## src/rtl/ff_fifo_pkg.sv

```systemverilog
// Shared sizing helpers for the enable-flop FIFO: depth legality and pointer width.
package ff_fifo_pkg;

    function automatic bit is_pow2(input int n);
        return (n >= 2) && ((n & (n - 1)) == 0);
    endfunction

    // Pointer width including the wrap bit.
    function automatic int ptr_w(input int depth);
        return $clog2(depth) + 1;
    endfunction

endpackage

```

## src/rtl/fifo_ptr.sv

```systemverilog
// Wrapping pointer counter with increment enable, async reset to zero.
// One-cycle update on the rising edge; no backpressure of its own.
module fifo_ptr #(
    parameter int W = 3
) (
    input  logic         clk,
    input  logic         rst,
    input  logic         inc,
    output logic [W-1:0] ptr
);

    always_ff @(posedge clk or posedge rst) begin
        if (rst) begin
            ptr <= '0;
        end else if (inc) begin
            ptr <= ptr + 1'b1;
        end
    end

endmodule

```

## src/rtl/ff_fifo.sv

```systemverilog
// Valid/ready FIFO over no-reset enable-flop storage; head visible the cycle after the push edge.
// ready_o/valid_o come from registered pointers only; push refused when full, pop refused when empty.
module ff_fifo
    import ff_fifo_pkg::*;
#(
    parameter int WIDTH = 8,
    parameter int DEPTH = 4,
    parameter int PTR_W = $clog2(DEPTH)
) (
    input  logic             clk_i,
    input  logic             rst_i,
    input  logic             valid_i,
    output logic             ready_o,
    input  logic [WIDTH-1:0] data_i,
    output logic             valid_o,
    input  logic             ready_i,
    output logic [WIDTH-1:0] data_o,
    output logic [PTR_W:0]   usage_o
);

    localparam int CNT_W = ptr_w(DEPTH);

    generate
        if (!is_pow2(DEPTH) || CNT_W != PTR_W + 1) begin : g_bad_depth
            $error("ff_fifo: DEPTH must be a power of two >= 2 and PTR_W left at its default");
        end
    endgenerate

    logic [PTR_W:0]   wr_ptr;
    logic [PTR_W:0]   rd_ptr;
    logic             empty;
    logic             full;
    logic             push;
    logic             pop;
    logic [DEPTH-1:0] wr_en;
    logic [WIDTH-1:0] mem [DEPTH];

    assign empty = (wr_ptr == rd_ptr);
    assign full  = (wr_ptr[PTR_W] != rd_ptr[PTR_W]) &&
                   (wr_ptr[PTR_W-1:0] == rd_ptr[PTR_W-1:0]);

    assign ready_o = !full;
    assign valid_o = !empty;
    assign push    = valid_i && !full;
    assign pop     = ready_i && !empty;

    fifo_ptr #(.W(PTR_W + 1)) u_wr_ptr (
        .clk (clk_i),
        .rst (rst_i),
        .inc (push),
        .ptr (wr_ptr)
    );

    fifo_ptr #(.W(PTR_W + 1)) u_rd_ptr (
        .clk (clk_i),
        .rst (rst_i),
        .inc (pop),
        .ptr (rd_ptr)
    );

    // One-hot entry enable; every other entry recirculates its own value.
    always_comb begin
        wr_en = '0;
        wr_en[wr_ptr[PTR_W-1:0]] = push;
    end

    // Storage is deliberately not reset; data_o is only meaningful with valid_o.
    always_ff @(posedge clk_i) begin
        for (int i = 0; i < DEPTH; i++) begin
            if (wr_en[i]) begin
                mem[i] <= data_i;
            end
        end
    end

    assign data_o  = mem[rd_ptr[PTR_W-1:0]];
    assign usage_o = wr_ptr - rd_ptr;

endmodule

```

## config.mk

```make
export PLATFORM = sky130hd
export DESIGN_NAME = ff_fifo
export DESIGN_NICKNAME = d
export VERILOG_FILES = /design/src/rtl/ff_fifo_pkg.sv /design/src/rtl/fifo_ptr.sv /design/src/rtl/ff_fifo.sv
export SDC_FILE = /design/constraint.sdc
export NUM_CORES = 1
export LEC_CHECK = 0
export CORE_MARGIN = 1
export CORE_UTILIZATION = 56
export CTS_CLUSTER_DIAMETER = 30
export DETAILED_ROUTE_END_ITERATION = 8
export HOLD_SLACK_MARGIN = 0.03
export PLACE_DENSITY = 0.93
export SETUP_SLACK_MARGIN = 0.5
export SYNTH_ARGS = -nofsm -noshare
export SYNTH_HDL_FRONTEND = slang
export SYNTH_SLANG_ARGS = --single-unit
```

## constraint.sdc

```tcl
create_clock -name clk_i -period 4.5 [get_ports clk_i]
set_clock_uncertainty 0.1 [all_clocks]
set_input_delay 0.9 -clock clk_i [delete_from_list [all_inputs] [get_ports clk_i]]
set_output_delay 0.9 -clock clk_i [all_outputs]
set_load 0.02 [all_outputs]
```

==> summary.txt, run 1 <==
Placed design
  • Detail Placement HPWL: 1860 um
  • Place WS: 1340 ps
  • # port buffers: 24
  • Final GP Congestion: 0.765
  • DP Area: 1870 um^2

Timing
  • Max_slew headroom: 57.3%
  • Max Slew Vio Count: 0
  • Tcrit/Tclk final: 77.9%
  • Hold Vio Cnt, Final: 0
  • Unrepaired setup endpoints after global routing: false
  • Worst slew pin tran: 641 ps
  • Fmax: 285 MHz
  • Total Negative Setup Slacks: 0 ps
  • Final setup viols: 0
  • Final Critical Period: 3500 ps
  • Crit path setup slack, layout: 996 ps

Yosys
  • Mapped Cells: 86
  • Adder-Cell Fraction of Synth Area: 6.71%
  • Synthesis Warnings: 0
  • Asr flop ratio synth: 15.8%
  • Number of synthesized register bits: 38
  • Compound-Gate Fraction of Synth Area: 1.87%
  • Top cells by count, synth: edfxtp_1, mux4_2, ha_1
  • Post-Synthesis Cell Area: 1600 um^2
  • Post-Synth XOR/XNOR Area: 2.73%
  • Mux contribution to synthesized area: 13.6%
  • Post-Syn Area per Cell: 18.6 um^2
  • Mapped Nets: 106
  • Top cell type's share of synthesized area: 60.0%
  • Simple-Gate Fraction of Synth Area: 3.83%
  • Synth top area cells: edfxtp_1, mux4_2, dfrtp_1
  • Largest family of logic cells by synthesized area: multiplexers
  • Post-synth EDFFs: 32
  • Most common cell in the synthesized netlist: edfxtp_1
  • Sequential share of the synthesized area: 69.3%
  • Post-synth top flop: edfxtp_1
  • Area leader, netlist: edfxtp_1
  • Post-synth cell types: 21

Floorplanning
  • Die Area: 3080 um^2
  • # rows: 19
  • Die Wd: 55.5 um
  • Core area: 2730 um^2
  • IO Count: 25
  • Die height: 55.5 um
  • Starting Density: 58.6%

Critical path
  • Critical Path RT: 3500 ps
  • Crit end category: primary output
  • Crit Path Max Fanout: 11
  • RR Startpoint: u_rd_ptr.ptr[0]$_DFFE_PP0P_
  • Crit path arrival time: 2500 ps
  • Reg2reg setup slack: 2260 ps
  • Setup CP Type: reg -> out
  • Worst setup SP type: flip-flop
  • RR Endpoint: mem[3][6]$_DFFE_PP_
  • CP Launch Point: u_rd_ptr.ptr[0]$_DFFE_PP0P_
  • Worst Setup EP: usage_o[2]
  • Worst r2r path cells: 3

Finish
  • Antenna fix cells: 0
  • # fillers: 173
  • Final core occ: 70.5%
  • P&R area growth vs syn: 20.2%
  • Nets@finish: 135
  • Share of cells above drive strength 1: 17.2%
  • Fin area: 1930 um^2

Min path
  • Class of the worst hold path: reg -> reg

Power
  • Switching Share: 37.3%
  • Seq pwr share: 39.3%
  • Peak supply drop: 0.000837 V
  • Clk pwr share: 11.3%
  • NetSw: 541 uW
  • Internal cell power: 908 uW
  • Comb power frac: 49.5%
  • Static leakage: 0.706 nW
  • Pwr dens: 752 nW/um^2

Clocking
  • Clock Sinks: 38
  • CTS buffer count: 5
  • Reg clk slew, reported paths: 110 ps
  • H-tree levels: 2
  • Post-CTS setup buffers: 0
  • Post_cts resized: 0
  • Clock Tree Buf Depth: 2
  • CTS tree: done
  • Clock root buffer: clkbuf_4
  • Post-CTS Hold Fix Bufs: 0
  • Clk Latency, worst-skew pair: 330 ps

Detailed routing
  • Vias: 855
  • DR top layer: met4
  • Met2 Wirelength: 1430 um
  • M1 WL: 1010 um
  • Routed vias/inst: 5.82
  • Final wirelength: 2620 um
  • Routed WL per cell: 17.8 um
  • Pre-antenna DRT Iters: 4
  • DRC violations left: 0
  • Post-route ant nets: 0
  • Met3 Wirelength: 122 um
  • Starting DRT DRC Count: 15

Global route
  • Largest net degree at the start of global routing: 13
  • Gr ovfl total: 0
  • Initial antenna violation count: 0
  • Number of global-route vias before repair: 887
  • Global Route Usage Sum: 19.6%
  • Global-route wire length before repair: 4260 um

Run
  • Max-Cap Viols: 0

Status
  • Status: finished, final reports clean
area by class of cell:
class	instances	area (um^2)	share of cell area [%]
Multi-Input combinational cell	40	460	23.9
Inverter	6	22.5	1.17
Timing Repair Buffer	24	240	12.5
Tap cell	31	38.8	2.01
Sequential cell	38	1110	57.7
Clock inverter	3	16.3	0.844
Clock buffer	5	37.5	1.95
flip-flops by register name, summed over array words and instances, names as in the netlist:
| name | flops |
|---|---|
| mem | 32 |
| u_wr_ptr.ptr | 3 |
| u_rd_ptr.ptr | 3 |
metrics by stage:
step / power, mW / hold WS, ps / instances
after detailed placement: 1.30 / 429 / 139
after global routing: 1.55 / 473 / 147
final: 1.45 / 446 / 147
after global placement: 1.27 / 425 / 139
after floorplan: 1.01 / 397 / 86
after CTS: 1.47 / 448 / 147
layout by cell type, fill, tap and decap left out, types with 2 or more instances in the layout:
cell type        count
nand2_1              4
inv_1                6
and3_1               4
mux2_2               2
ha_1                 7
clkbuf_4             5
clkdlybuf4s50_1     24
mux4_2               8
nand3_1              2
dfrtp_1              6
edfxtp_1            32
xnor2_1              4
cells by family after synthesis:
| kind of cell | after synthesis |
|---|---|
| XOR/XNOR | 5 |
| multiplexers | 11 |
| adder cells (fa/ha/maj) | 8 |
| AO/OA/AOI/OAI | 4 |
| buffers and inverters | 8 |
| flip-flops | 38 |
| AND/OR/NAND/NOR | 12 |
layer usage:
layer  vias to the layer above  GRT usage (%)
met5                         -              0
met4                         0           7.86
met3                         8           6.79
met2                        32           32.7
met1                       431           23.4
li1                        384              -
worst min-delay path by stage:
stage	from	endpoint	slack [ps]	depth (start not counted)
2_1_floorplan	u_wr_ptr.ptr[0]$_DFFE_PP0P_	u_wr_ptr.ptr[0]$_DFFE_PP0P_	400	1
3_3_place_gp	u_wr_ptr.ptr[0]$_DFFE_PP0P_	u_wr_ptr.ptr[0]$_DFFE_PP0P_	430	1
3_5_place_dp	u_wr_ptr.ptr[0]$_DFFE_PP0P_	u_wr_ptr.ptr[0]$_DFFE_PP0P_	430	1
4_1_cts	u_wr_ptr.ptr[0]$_DFFE_PP0P_	u_wr_ptr.ptr[0]$_DFFE_PP0P_	450	1
5_1_grt	u_wr_ptr.ptr[0]$_DFFE_PP0P_	u_wr_ptr.ptr[0]$_DFFE_PP0P_	470	1
6_report	u_wr_ptr.ptr[0]$_DFFE_PP0P_	u_wr_ptr.ptr[0]$_DFFE_PP0P_	450	1
worst max-delay path: stages, from the launching register on:
cell and delay [ps]:
dfrtp_1 630, ha_1 350, fa_1 390, xnor2_1 180, clkdlybuf4s50_1 630
power groups by stage:
stage          Sequential [mW]  Clock (mW)  Combinational (mW)
3_3_place_gp             0.572           0               0.698
2_1_floorplan            0.525           0               0.485
6_report                 0.569       0.163               0.716
4_1_cts                  0.574       0.169               0.725
3_5_place_dp             0.581           0               0.719
5_1_grt                  0.588       0.186               0.773
Note: power is estimated with default switching activity, not from simulation.
==> run 2, diff against run 1 <==
--- a/config.mk
+++ b/config.mk
@@ -6,11 +6,11 @@
 export NUM_CORES = 1
 export LEC_CHECK = 0
 export CORE_MARGIN = 1
-export CORE_UTILIZATION = 56
+export CORE_UTILIZATION = 47
 export CTS_CLUSTER_DIAMETER = 30
 export DETAILED_ROUTE_END_ITERATION = 8
 export HOLD_SLACK_MARGIN = 0.03
-export PLACE_DENSITY = 0.93
+export PLACE_DENSITY = 0.84
 export SETUP_SLACK_MARGIN = 0.5
 export SYNTH_ARGS = -nofsm -noshare
 export SYNTH_HDL_FRONTEND = slang
==> constraint.sdc (replaced) <==
create_clock -name clk_i -period 3.15 [get_ports clk_i]
set_clock_uncertainty 0.1 [all_clocks]
set_input_delay 0.63 -clock clk_i [delete_from_list [all_inputs] [get_ports clk_i]]
set_output_delay 0.63 -clock clk_i [all_outputs]
set_load 0.02 [all_outputs]
==> run 2 against run 1 <==
  * Global-route usage shrank 1.9 points
  * Routed wire length grew 1.0%
  * Setup slack lost 370 ps
  * Clock power grew 36%
  * Non-clock buffer count grew 4
  * Via count is the same
  * Combinational power grew 44%
  * Highest routed layer unchanged
  * Largest cell class unchanged
  * Critical path depth shrank 1
==> summary.txt, run 2 (same netlist as run 1, synthesis figures left out) <==
Detailed routing
  • Starting DRT DRC Count: 19
  • Routed WL per cell: 16.2 um
  • DRC violations left: 0
  • Pre-antenna DRT Iters: 4
  • Final wirelength: 2650 um
  • Routed vias/inst: 5.25
  • Vias: 855
  • Post-route ant nets: 0

Timing
  • Hold Vio Cnt, Final: 0
  • Hold slack: 413 ps
  • Fmax: 396 MHz
  • Unrepaired setup endpoints after global routing: false
  • Total Negative Setup Slacks: 0 ps
  • Max_slew headroom: 68.5%
  • Final setup viols: 0
  • Final Critical Period: 2520 ps
  • Worst slew pin tran: 473 ps
  • Max Slew Vio Count: 0
  • Tcrit/Tclk final: 80.1%

Finish
  • Nets@finish: 139
  • Fin area: 1950 um^2
  • Most frequent cells in the layout: edfxtp_1, clkdlybuf4s50_1, dlygate4sd2_1
  • Most common cell after layout, fill and taps aside: edfxtp_1
  • Share of cells above drive strength 1: 21.0%
  • Antenna fix cells: 0
  • Biggest register: mem
  • Regs by FF count: mem (32), u_rd_ptr.ptr (3), u_wr_ptr.ptr (3)
  • Max reg flops: 32
  • P&R area growth vs syn: 21.5%

Floorplanning
  • Die Wd: 60.4 um
  • Die height: 60.4 um
  • # rows: 20
  • IO Count: 25
  • Core area: 3150 um^2
  • Starting Density: 50.8%
  • Die Area: 3650 um^2

Critical path
  • Worst r2r path cells: 4
  • Setup CP Type: reg -> out
  • Worst setup SP type: flip-flop
  • Crit path arrival time: 1790 ps
  • Crit Path Max Fanout: 10
  • Crit end category: primary output
  • Worst path cell trace: buf_4, mux4_2, dlygate4sd2_1
  • RR Startpoint: u_wr_ptr.ptr[0]$_DFFE_PP0P_
  • Critical Path RT: 2420 ps
  • Family with the most delay on the worst path: buffers and inverters
  • CP bufs+invs: 2
  • CP Launch Point: u_rd_ptr.ptr[0]$_DFFE_PP0P_
  • Worst stage delay on the critical path: 530 ps
  • CP max stage cell: mux4_2
  • Critical path depth: 3

Placed design
  • Final GP Congestion: 0.743
  • # port buffers: 24
  • Detail Placement HPWL: 1770 um
  • DP Area: 1900 um^2

Clocking
  • CTS buffer count: 5
  • Clk Latency, worst-skew pair: 320 ps
  • H-tree levels: 2
  • Clock root buffer: clkbuf_4
  • Post-CTS Hold Fix Bufs: 0
  • CTS tree: done
  • Reg clk slew, reported paths: 100 ps
  • Clock Tree Buf Depth: 2
  • Clock Sinks: 38

Min path
  • Class of the worst hold path: in -> async

Global route
  • Global Route Usage Sum: 17.7%
  • Global-route wire length before repair: 4350 um
  • Initial antenna violation count: 0
  • Number of global-route vias before repair: 923
  • Gr ovfl total: 0
  • Largest net degree at the start of global routing: 11

Power
  • Peak supply drop: 0.000767 V
  • Static leakage: 0.734 nW
  • Pwr dens: 1030 nW/um^2

Run
  • Max-Cap Viols: 0

Status
  • Status: finished, final reports clean
-- run 2: power by group --
part / switching (mW) / leakage (nW) / internal, mW / total, mW
clock network: 0.137 / 0.0254 / 0.0843 / 0.221
logic: 0.567 / 0.345 / 0.460 / 1.03
registers: 0.0592 / 0.363 / 0.691 / 0.751
-- run 2: cell type report --
cell class | instances | area (um^2)
clock buffers | 7 | 45.0
fillers | 259 | 1210
inverters | 6 | 22.5
multi-input cells | 40 | 460
flip-flops and latches | 38 | 1110
well taps | 44 | 55.1
repair buffers | 28 | 251
-- run 2: stage by stage --
step | std cells | util (%) | worst slack (ps) | total power, mW
finish | 163 | 61.7 | 626 | 2.00
global route | 163 | 61.7 | 510 | 2.14
global placement | 153 | 60.2 | 565 | 1.83
CTS | 163 | 61.9 | 478 | 2.04
floorplan | 86 | - | 995 | 1.44
detailed placement | 153 | 60.2 | 527 | 1.87
-- run 2: worst paths after layout --
kind                                          endpoint  slack (ps)
min in group clk_i         u_wr_ptr.ptr[0]$_DFFE_PP0P_         480
setup / recovery                             data_o[2]         630
setup reg to reg                   mem[3][5]$_DFFE_PP_        1270
hold reg to reg            u_wr_ptr.ptr[0]$_DFFE_PP0P_         480
hold / removal             u_wr_ptr.ptr[0]$_DFFE_PP0P_         410
max in group asynchronous  u_rd_ptr.ptr[1]$_DFFE_PP0P_        2300
-- run 2: timing repair --
action / in CTS / in global routing
pin swaps: 0 / 0
gates cloned: 0 / 0
resized for setup: 12 / 5
buffers inserted: 3 / 0
hold endpoints to repair: 0 / 0
setup endpoints to repair: 12 / 3
-- run 2: metal layers --
metal	track usage [%]	routed length (um)	vias up
met4	8.31	34	0
met5	0	0	-
met2	29.5	1330	33
li1	-	-	393
met1	21.2	1120	425
met3	5.33	160	4
==> run 3, diff against run 2 <==
==> constraint.sdc (replaced) <==
create_clock -name clk_i -period 2.15 [get_ports clk_i]
set_clock_uncertainty 0.1 [all_clocks]
set_input_delay 0.43 -clock clk_i [delete_from_list [all_inputs] [get_ports clk_i]]
set_output_delay 0.43 -clock clk_i [all_outputs]
set_load 0.02 [all_outputs]
==> run 3 against run 2 <==
  * The flow now finishes with violations (negative setup slack)
  * Clock power rose by 59%
  * Power grew 120%
  * Setup slack lost 740 ps
  * Cell area is 23% higher
  * Utilization increased by 14 points
  * First-iteration DRC count grew 21%
  * Critical path type unchanged
==> summary.txt, run 3 (same netlist as run 1, synthesis figures left out) <==
Finish
  • Fin area: 2390 um^2
  • # fillers: 197
  • Antenna fix cells: 0
  • Final core occ: 75.9%
  • Biggest register: mem
  • Register area: 1110 um^2
  • Share of cells above drive strength 1: 57.9%
  • P&R area growth vs syn: 49.3%
  • Nets@finish: 159
  • Regs by FF count: mem (32), u_rd_ptr.ptr (3), u_wr_ptr.ptr (3)
  • Most frequent cells in the layout: edfxtp_1, buf_6, buf_4
  • Max reg flops: 32
  • Multi-input gate area: 642 um^2
  • Most common cell after layout, fill and taps aside: edfxtp_1

Timing
  • Tcrit/Tclk final: 105%
  • Total Negative Setup Slacks: -533 ps
  • Hold slack: 194 ps
  • Fmax: 441 MHz
  • Hold Vio Cnt, Final: 0
  • Final Critical Period: 2270 ps
  • Final setup viols: 10
  • Unrepaired setup endpoints after global routing: true
  • Max Slew Vio Count: 0
  • Worst slew pin tran: 353 ps
  • Crit path setup slack, layout: -117 ps
  • Max_slew headroom: 76.5%

Floorplanning
  • Die Wd: 60.4 um
  • # rows: 20
  • Starting Density: 50.8%
  • Core area: 3150 um^2
  • Die height: 60.4 um
  • IO Count: 25
  • Die Area: 3650 um^2

Detailed routing
  • Vias: 978
  • Starting DRT DRC Count: 23
  • Routed vias/inst: 5.32
  • DRC violations left: 0
  • Final wirelength: 3520 um
  • Pre-antenna DRT Iters: 4
  • Routed WL per cell: 19.1 um
  • Post-route ant nets: 0

Power
  • Peak supply drop: 0.00118 V
  • Pwr dens: 1840 nW/um^2
  • Static leakage: 0.903 nW

Critical path
  • Worst setup SP type: flip-flop
  • RR Startpoint: u_rd_ptr.ptr[1]$_DFFE_PP0P_
  • Crit end category: primary output
  • Crit path arrival time: 1740 ps
  • Worst Setup EP: usage_o[2]
  • Reg2reg setup slack: 210 ps
  • CP Launch Point: u_rd_ptr.ptr[0]$_DFFE_PP0P_
  • Critical Path RT: 1620 ps
  • Crit Path Max Fanout: 3
  • Worst r2r path cells: 9
  • RR Endpoint: mem[0][6]$_DFFE_PP_
  • Setup CP Type: reg -> out

Status
  • Status: finished with violations
  • Failing checks: negative setup slack

Min path
  • Class of the worst hold path: in -> async

Global route
  • Largest net degree at the start of global routing: 12
  • Number of global-route vias before repair: 1,080
  • Gr ovfl total: 0
  • Initial antenna violation count: 0
  • Global-route wire length before repair: 5550 um
  • Global Route Usage Sum: 23.0%

Clocking
  • Clk Latency, worst-skew pair: 340 ps
  • CTS tree: done
  • Clock Sinks: 38
  • Clock Tree Buf Depth: 2
  • CTS buffer count: 5
  • Reg clk slew, reported paths: 130 ps
  • H-tree levels: 2
  • Clock root buffer: clkbuf_4

Run
  • Max-Cap Viols: 0

Placed design
  • DP Area: 2050 um^2
  • Detail Placement HPWL: 2050 um
  • # port buffers: 24
  • Final GP Congestion: 0.770
-- run 3: changes by cell type in the layout (fill, tap and decap cells not counted), sizes merged --
cell,change
buf,+33
clkbuf,-3
dlygate4sd2,-9
clkinv,+2
clkdlybuf4s50,-1
dlymetal6s2s,-1
-- run 3: how the worst min path moves through the flow --
stage                                start                     endpoint  slack [ps]  cells after the start
2_1_floorplan                        rst_i  u_rd_ptr.ptr[0]$_DFFE_PP0P_         120                      1
3_3_place_gp   u_wr_ptr.ptr[0]$_DFFE_PP0P_  u_wr_ptr.ptr[0]$_DFFE_PP0P_         480                      2
3_5_place_dp   u_wr_ptr.ptr[2]$_DFFE_PP0P_  u_wr_ptr.ptr[2]$_DFFE_PP0P_         500                      2
4_1_cts                              rst_i  u_rd_ptr.ptr[1]$_DFFE_PP0P_         200                      2
5_1_grt                              rst_i  u_rd_ptr.ptr[1]$_DFFE_PP0P_         210                      2
6_report                             rst_i  u_rd_ptr.ptr[1]$_DFFE_PP0P_         190                      2
-- run 3: power by group --
group / total, mW / switching [mW] / internal, mW
logic: 2.91 / 1.31 / 1.60
clock network: 0.351 / 0.228 / 0.123
registers: 1.15 / 0.134 / 1.01
-- run 3: cell type report --
type / instances / share of cell area [%]
Sequential cell: 38 / 46.5
Multi-Input combinational cell: 40 / 26.8
Timing Repair Buffer: 48 / 21.2
Tap cell: 44 / 2.30
Clock buffer: 6 / 1.73
Inverter: 6 / 1.05
Clock inverter: 2 / 0.366
-- run 3: metal layers --
layer	up-vias	track usage [%]	share of wire, %
li1	436	-	-
met2	33	40.0	54
met5	-	0	0
met1	494	26.5	38
met4	0	12.6	3.7
met3	15	4.90	4.1
-- run 3: critical path, stage by stage (launching register included) --
cell and delay, ps:
dfrtp_2 490, ha_4 200, fa_2 410, xnor2_4 160, buf_6 140
-- run 3: timing repair --
action	4_1_cts	5_1_grt
gates cloned	1	0
endpoints found under the setup margin	47	51
pin swaps	8	2
gates resized for setup	101	5
hold endpoints to repair	0	0
hold buffers	0	0
buffers inserted	15	1
-- run 3: metrics by stage --
step	power (mW)	std cells	worst slack, ps
3_3_place_gp	3.13	159	-83.9
6_report	4.41	184	-117
4_1_cts	4.24	183	-75.0
3_5_place_dp	3.19	159	-104
2_1_floorplan	2.49	86	399
5_1_grt	4.61	184	-182
==> patch 1: new RTL, config.mk and constraints of run 3 <==
`DEPTH`: 4 -> 8.
--- a/src/rtl/ff_fifo.sv
+++ b/src/rtl/ff_fifo.sv
@@ -4,7 +4,7 @@
     import ff_fifo_pkg::*;
 #(
     parameter int WIDTH = 8,
-    parameter int DEPTH = 4,
+    parameter int DEPTH = 8,
     parameter int PTR_W = $clog2(DEPTH)
 ) (
     input  logic             clk_i,
Interface: changed (resized usage_o); port bits go from 25 to 26. No check against the original RTL was run, so the function may have changed too.
==> patch 1 against run 3 <==
  * The flow still finishes with violations (negative setup slack)
  * Sequential cell count up 34
  * Register-to-register slack worse by 230 ps
  * Total power up 61%
  * Synthesized cell count up 94%
  * Count of clock-buffer cells in the layout up 3
  * Largest power group unchanged
  * Die area up 84%
  * Wire length up 95%
  * Synthesized area up 87%
  * Worst setup slack worse by 54 ps
  * Cell area up 77%
  * Critical path depth up 1
==> patch 1: results (changes against run 3) <==
[worst_setup_path]
slowest_delay_ps = 510  ; +20 ps
path_max_fanout = 7  ; +4
r2r_end = mem[1][5]
rrSetupSlack_ps = -20  ; -230 ps
worstPathArrival_ps = 1790  ; +50 ps
reg2reg_depth = 8  ; -1
cp_slowest_cell = mux4_2
reg2reg_from = u_rd_ptr.ptr[0]

[timing]
setup_viol = 21  ; +11
postLayoutSetupSlackWorst_ps = -171  ; -54.0 ps
fin_setup_tns_ps = -1710  ; -1180 ps

[synthesis]
synth-edff-count = 64  ; +100%
ys_async_sr_fraction_pct = 11.1  ; -4.7 points
syn_nets = 185  ; +75%
ys_types = 28  ; +33%
synth_common_cells = edfxtp_1 (64), nand2_1 (26), dfrtp_1 (8), mux4_1 (8), mux4_2 (8)

[drt]
drt_iter0_markers = 157  ; +580%
vias = 1761  ; +80%

[clocking]
cts-htree-levels = 3  ; +1
clk_pin_slew_worst_paths_ps = 70  ; -60 ps

[grt]
grt_use_total_pct = 23.1  ; +0.067 points
grt_pass1_wl_um = 10200  ; +84%

[finish]
top_regs = mem: 64 flops, u_rd_ptr.ptr: 4 flops, u_wr_ptr.ptr: 4 flops
layout-drive-gt1-share_pct = 56.1  ; -1.8 points

[pwr]
vdd_drop_max_v = 0.000982  ; -17%

[placement]
port_buffers = 25  ; +4.2%
place_hpwl_um = 4050  ; +98%

[outcome]
status = finished, violations left
violations = negative setup slack

patch 1: changes by cell type in the layout (fill, tap and decap cells not counted), moves of 5 or more:
cell / before / now
clkbuf_4: 5 / 0
buf_4: 13 / 22
nand2_1: 2 / 8
clkbuf_8: 0 / 9
mux4_2: 8 / 13
edfxtp_1: 32 / 64
buf_12: 1 / 8
nand2_2: 1 / 18
patch 1: logic make-up after synthesis:
| logic type | synth area share (%) |
|---|---|
| AOI/OAI and AO/OA | 0.834 |
| xor gates and xnor gates | 2.92 |
| adders and majority gates | 2.75 |
| buffers and inverters | 2.67 |
| DFF | 70.7 |
| muxes | 13.8 |
| and+or+nand+nor | 6.38 |
patch 1: metal layers:
layer | GRT usage (%) | up-vias | wire length (µm)
met4 | 10.7 | 0 | 126
met2 | 37.4 | 82 | 3650
li1 | - | 786 | -
met1 | 28.9 | 881 | 2610
met3 | 6.22 | 12 | 487
met5 | 0 | - | 0
patch 1: power by group:
part           total [W]  switching, W  internal, W
Sequential       0.00196      0.000148      0.00181
Clock           0.000938      0.000511     0.000427
Combinational    0.00418       0.00201      0.00217
Total            0.00708       0.00267      0.00441
patch 1: cell type report:
cell class | count | area, µm²
inverters | 8 | 36.3
well taps | 75 | 93.8
flip-flops and latches | 72 | 2120
fillers | 352 | 1790
multi-input cells | 82 | 1050
repair buffers | 68 | 759
clock buffers | 9 | 124
clock inverters | 7 | 53.8
patch 1: worst max-delay path by stage:
stage,start,endpoint,cells past startpoint
after global placement,u_rd_ptr.ptr[0],data_o[3],5
after floorplan,u_rd_ptr.ptr[1],mem[0][0],8
after global routing,u_rd_ptr.ptr[0],data_o[6],5
after CTS,u_rd_ptr.ptr[0],data_o[3],6
after detailed placement,u_rd_ptr.ptr[0],usage_o[2],5
final,u_rd_ptr.ptr[0],data_o[6],5
patch 1: stage by stage:
step | cells | instance area (µm²) | utilization (%) | setup slack, ps
global route | 321 | 4240 | 70.4 | -237
detailed placement | 287 | 3720 | 61.7 | -285
floorplan | 167 | 3190 | - | -11.5
CTS | 312 | 4120 | 68.3 | -183
global placement | 287 | 3720 | 61.7 | -200
finish | 321 | 4240 | 70.4 | -171
patch 1: worst max-delay path: cells and delay by family, from the launching register on:
family,cells,cell delay [ps]
muxes,1,510
and+or+nand+nor,2,190
buffers and inverters,2,290
DFF,1,450
patch 1: timing repair:
item | CTS | global route
endpoints found under the setup margin | 84 | 86
gates resized for setup | 126 | 10
setup buffers | 7 | 9
gates cloned | 2 | 0
pin swaps | 22 | 10
hold endpoints to repair | 0 | 0
==> patch 2: new RTL, flow settings as in run 3 <==
Without the edit above. Make the reset (`rst`) synchronous in one clocked block. Comments in the files are not updated.
--- a/src/rtl/fifo_ptr.sv
+++ b/src/rtl/fifo_ptr.sv
@@ -9,7 +9,7 @@
     output logic [W-1:0] ptr
 );
 
-    always_ff @(posedge clk or posedge rst) begin
+    always_ff @(posedge clk) begin
         if (rst) begin
             ptr <= '0;
         end else if (inc) begin
Behaviour: differs if rst_i is asserted again (counterexample within 4 cycles, from zero or initial values and one cycle with rst_i high); with rst_i held inactive, the same outputs for 10 cycles.
==> patch 2 against run 3 <==
  * Cell area increased by 3.5%
  * Wire length down 0.45%
  * Worst setup slack better by 220 ps
  * Sequential cell count up 2
  * Clock power increased by 68%
  * Total power down 13%
  * Synthesized area is 8.6% higher
  * Largest cell class unchanged
  * Largest power group unchanged
  * Highest routed layer unchanged
==> patch 2: results (changes against run 3) <==
[outcome]
status = complete, no violations

[pwr]
power_frac_clock_pct = 15.5  ; +7.5 points
leakagePower_nw = 0.901  ; -0.22%
intPower_w = 0.00248  ; -9.5%
power_frac_seq_pct = 28.4  ; +2.4 points
vdd_drop_max_v = 0.00119  ; +1.2%

[placement]
dp_slack_ps = -35.4  ; +68.1 ps
port_buffers = 24  ; unchanged
place_hpwl_um = 2350  ; +15%
placed_area_mm2 = 0.00217  ; +6.0%
gp_congestion = 0.814  ; +5.6%

[synthesis]
ys_async_sr_fraction_pct = 0  ; -16 points
ys_types = 33  ; +57%
synth-edff-count = 32  ; unchanged
syn_nets = 129  ; +22%
ys.warnings.count = 0  ; unchanged
ys_seq_area_share_pct = 64.4  ; -4.9 points
yosys-top-cells-area = edfxtp_1 (55%), mux4_2 (10%), dfxtp_1 (9.2%)
yosysMostFrequentCell = edfxtp_1
synth_common_cells = edfxtp_1 (32), dfxtp_1 (8), mux4_2 (8), ha_1 (7), inv_1 (7)

[finish]
n_antenna_cell = 0  ; unchanged
nFillCells = 225  ; +14%
top_regs = mem: 32 flops, u_rd_ptr.ptr: 3 flops, u_wr_ptr.ptr: 3 flops
final_nets = 173  ; +8.8%
layout-drive-gt1-share_pct = 48.7  ; -9.2 points

[clocking]
clock_latency_ps = 290  ; -50 ps
cts_buffers = 5  ; unchanged
clock_tree.buffer_depth = 2  ; unchanged
clk_pin_slew_worst_paths_ps = 80  ; -50 ps
cts-htree-levels = 2  ; unchanged
cts-root-buf = clkbuf_8

[drt]
drt_iter0_markers = 45  ; +96%
drt_pass1_iterations = 4  ; unchanged
wire_per_inst_um = 17.5  ; -8.4%
vias_per_cell = 5.51  ; +3.7%

[grt]
grt_pass1_vias = 1157  ; +7.1%
antenna_found_initial = 0  ; unchanged
grt_pass1_wl_um = 5460  ; -1.6%
grt_max_degree = 14  ; +2
grt_use_total_pct = 18.6  ; -4.3 points

[worst_setup_path]
worstPathArrival_ps = 1520  ; -220 ps
path_max_fanout = 2  ; -1
cp_slowest_cell = fa_2
reg2reg_depth = 7  ; -2
slowest_delay_ps = 520  ; +30 ps

[timing]
relSlewSlack_pct = 72.3  ; -4.2 points

[hold_path]
holdPathStages = 2
hold_class = flop to flop

## patch 2: final cells by class
class / count / area, µm² / area share (%)
multi-input combinational: 57 / 722 / 29.2
clock inverter: 3 / 42.5 / 1.72
sequential: 40 / 1130 / 45.6
inverter: 7 / 26.3 / 1.06
timing repair buffer: 42 / 429 / 17.3
clock buffer: 5 / 68.8 / 2.78
tap: 46 / 57.6 / 2.32
## patch 2: metal layers
layer,up-vias,share of wire [%],track usage [%]
li1,515,-,-
met1,552,39,20.1
met2,31,56,34.6
met3,4,3.7,4.20
met4,0,1.1,7.85
met5,-,0,0
## patch 2: kinds of logic after synthesis
group	share of synthesized area (%)
DFF	64.4
and+or+nand+nor	9.85
AOI/OAI and AO/OA	5.32
buffers and inverters	2.88
muxes	10.4
adders and majority gates	6.18
xor gates and xnor gates	1.01
## patch 2: worst paths after layout
| kind | start | endpoint | slack [ps] |
|---|---|---|---|
| setup / recovery | u_wr_ptr.ptr[0] | usage_o[1] | 100 |
| hold reg to reg | u_wr_ptr.ptr[2] | u_wr_ptr.ptr[2] | 430 |
| hold / removal | u_wr_ptr.ptr[2] | u_wr_ptr.ptr[2] | 430 |
| setup reg to reg | u_wr_ptr.ptr[1] | u_rd_ptr.ptr[0] | 300 |
## patch 2: what timing repair did
item                       in CTS  in global routing
setup endpoints to repair      49                 51
hold endpoints to repair        0                  0
hold buffers                    0                  0
gates resized for setup        85                 15
buffers inserted                5                  2
pin swaps                      11                  8
## patch 2: worst max-delay path, delay by kind of cell (launching register included)
kind	cells	cell delay, ps
adders and majority gates	2	670
buffers and inverters	3	210
DFF	1	340
## patch 2: per-stage QoR
stage,std cells,total power (W)
2_1_floorplan,109,0.00212
3_3_place_gp,185,0.00271
3_5_place_dp,185,0.00277
4_1_cts,198,0.00355
5_1_grt,200,0.00399
6_report,200,0.00381
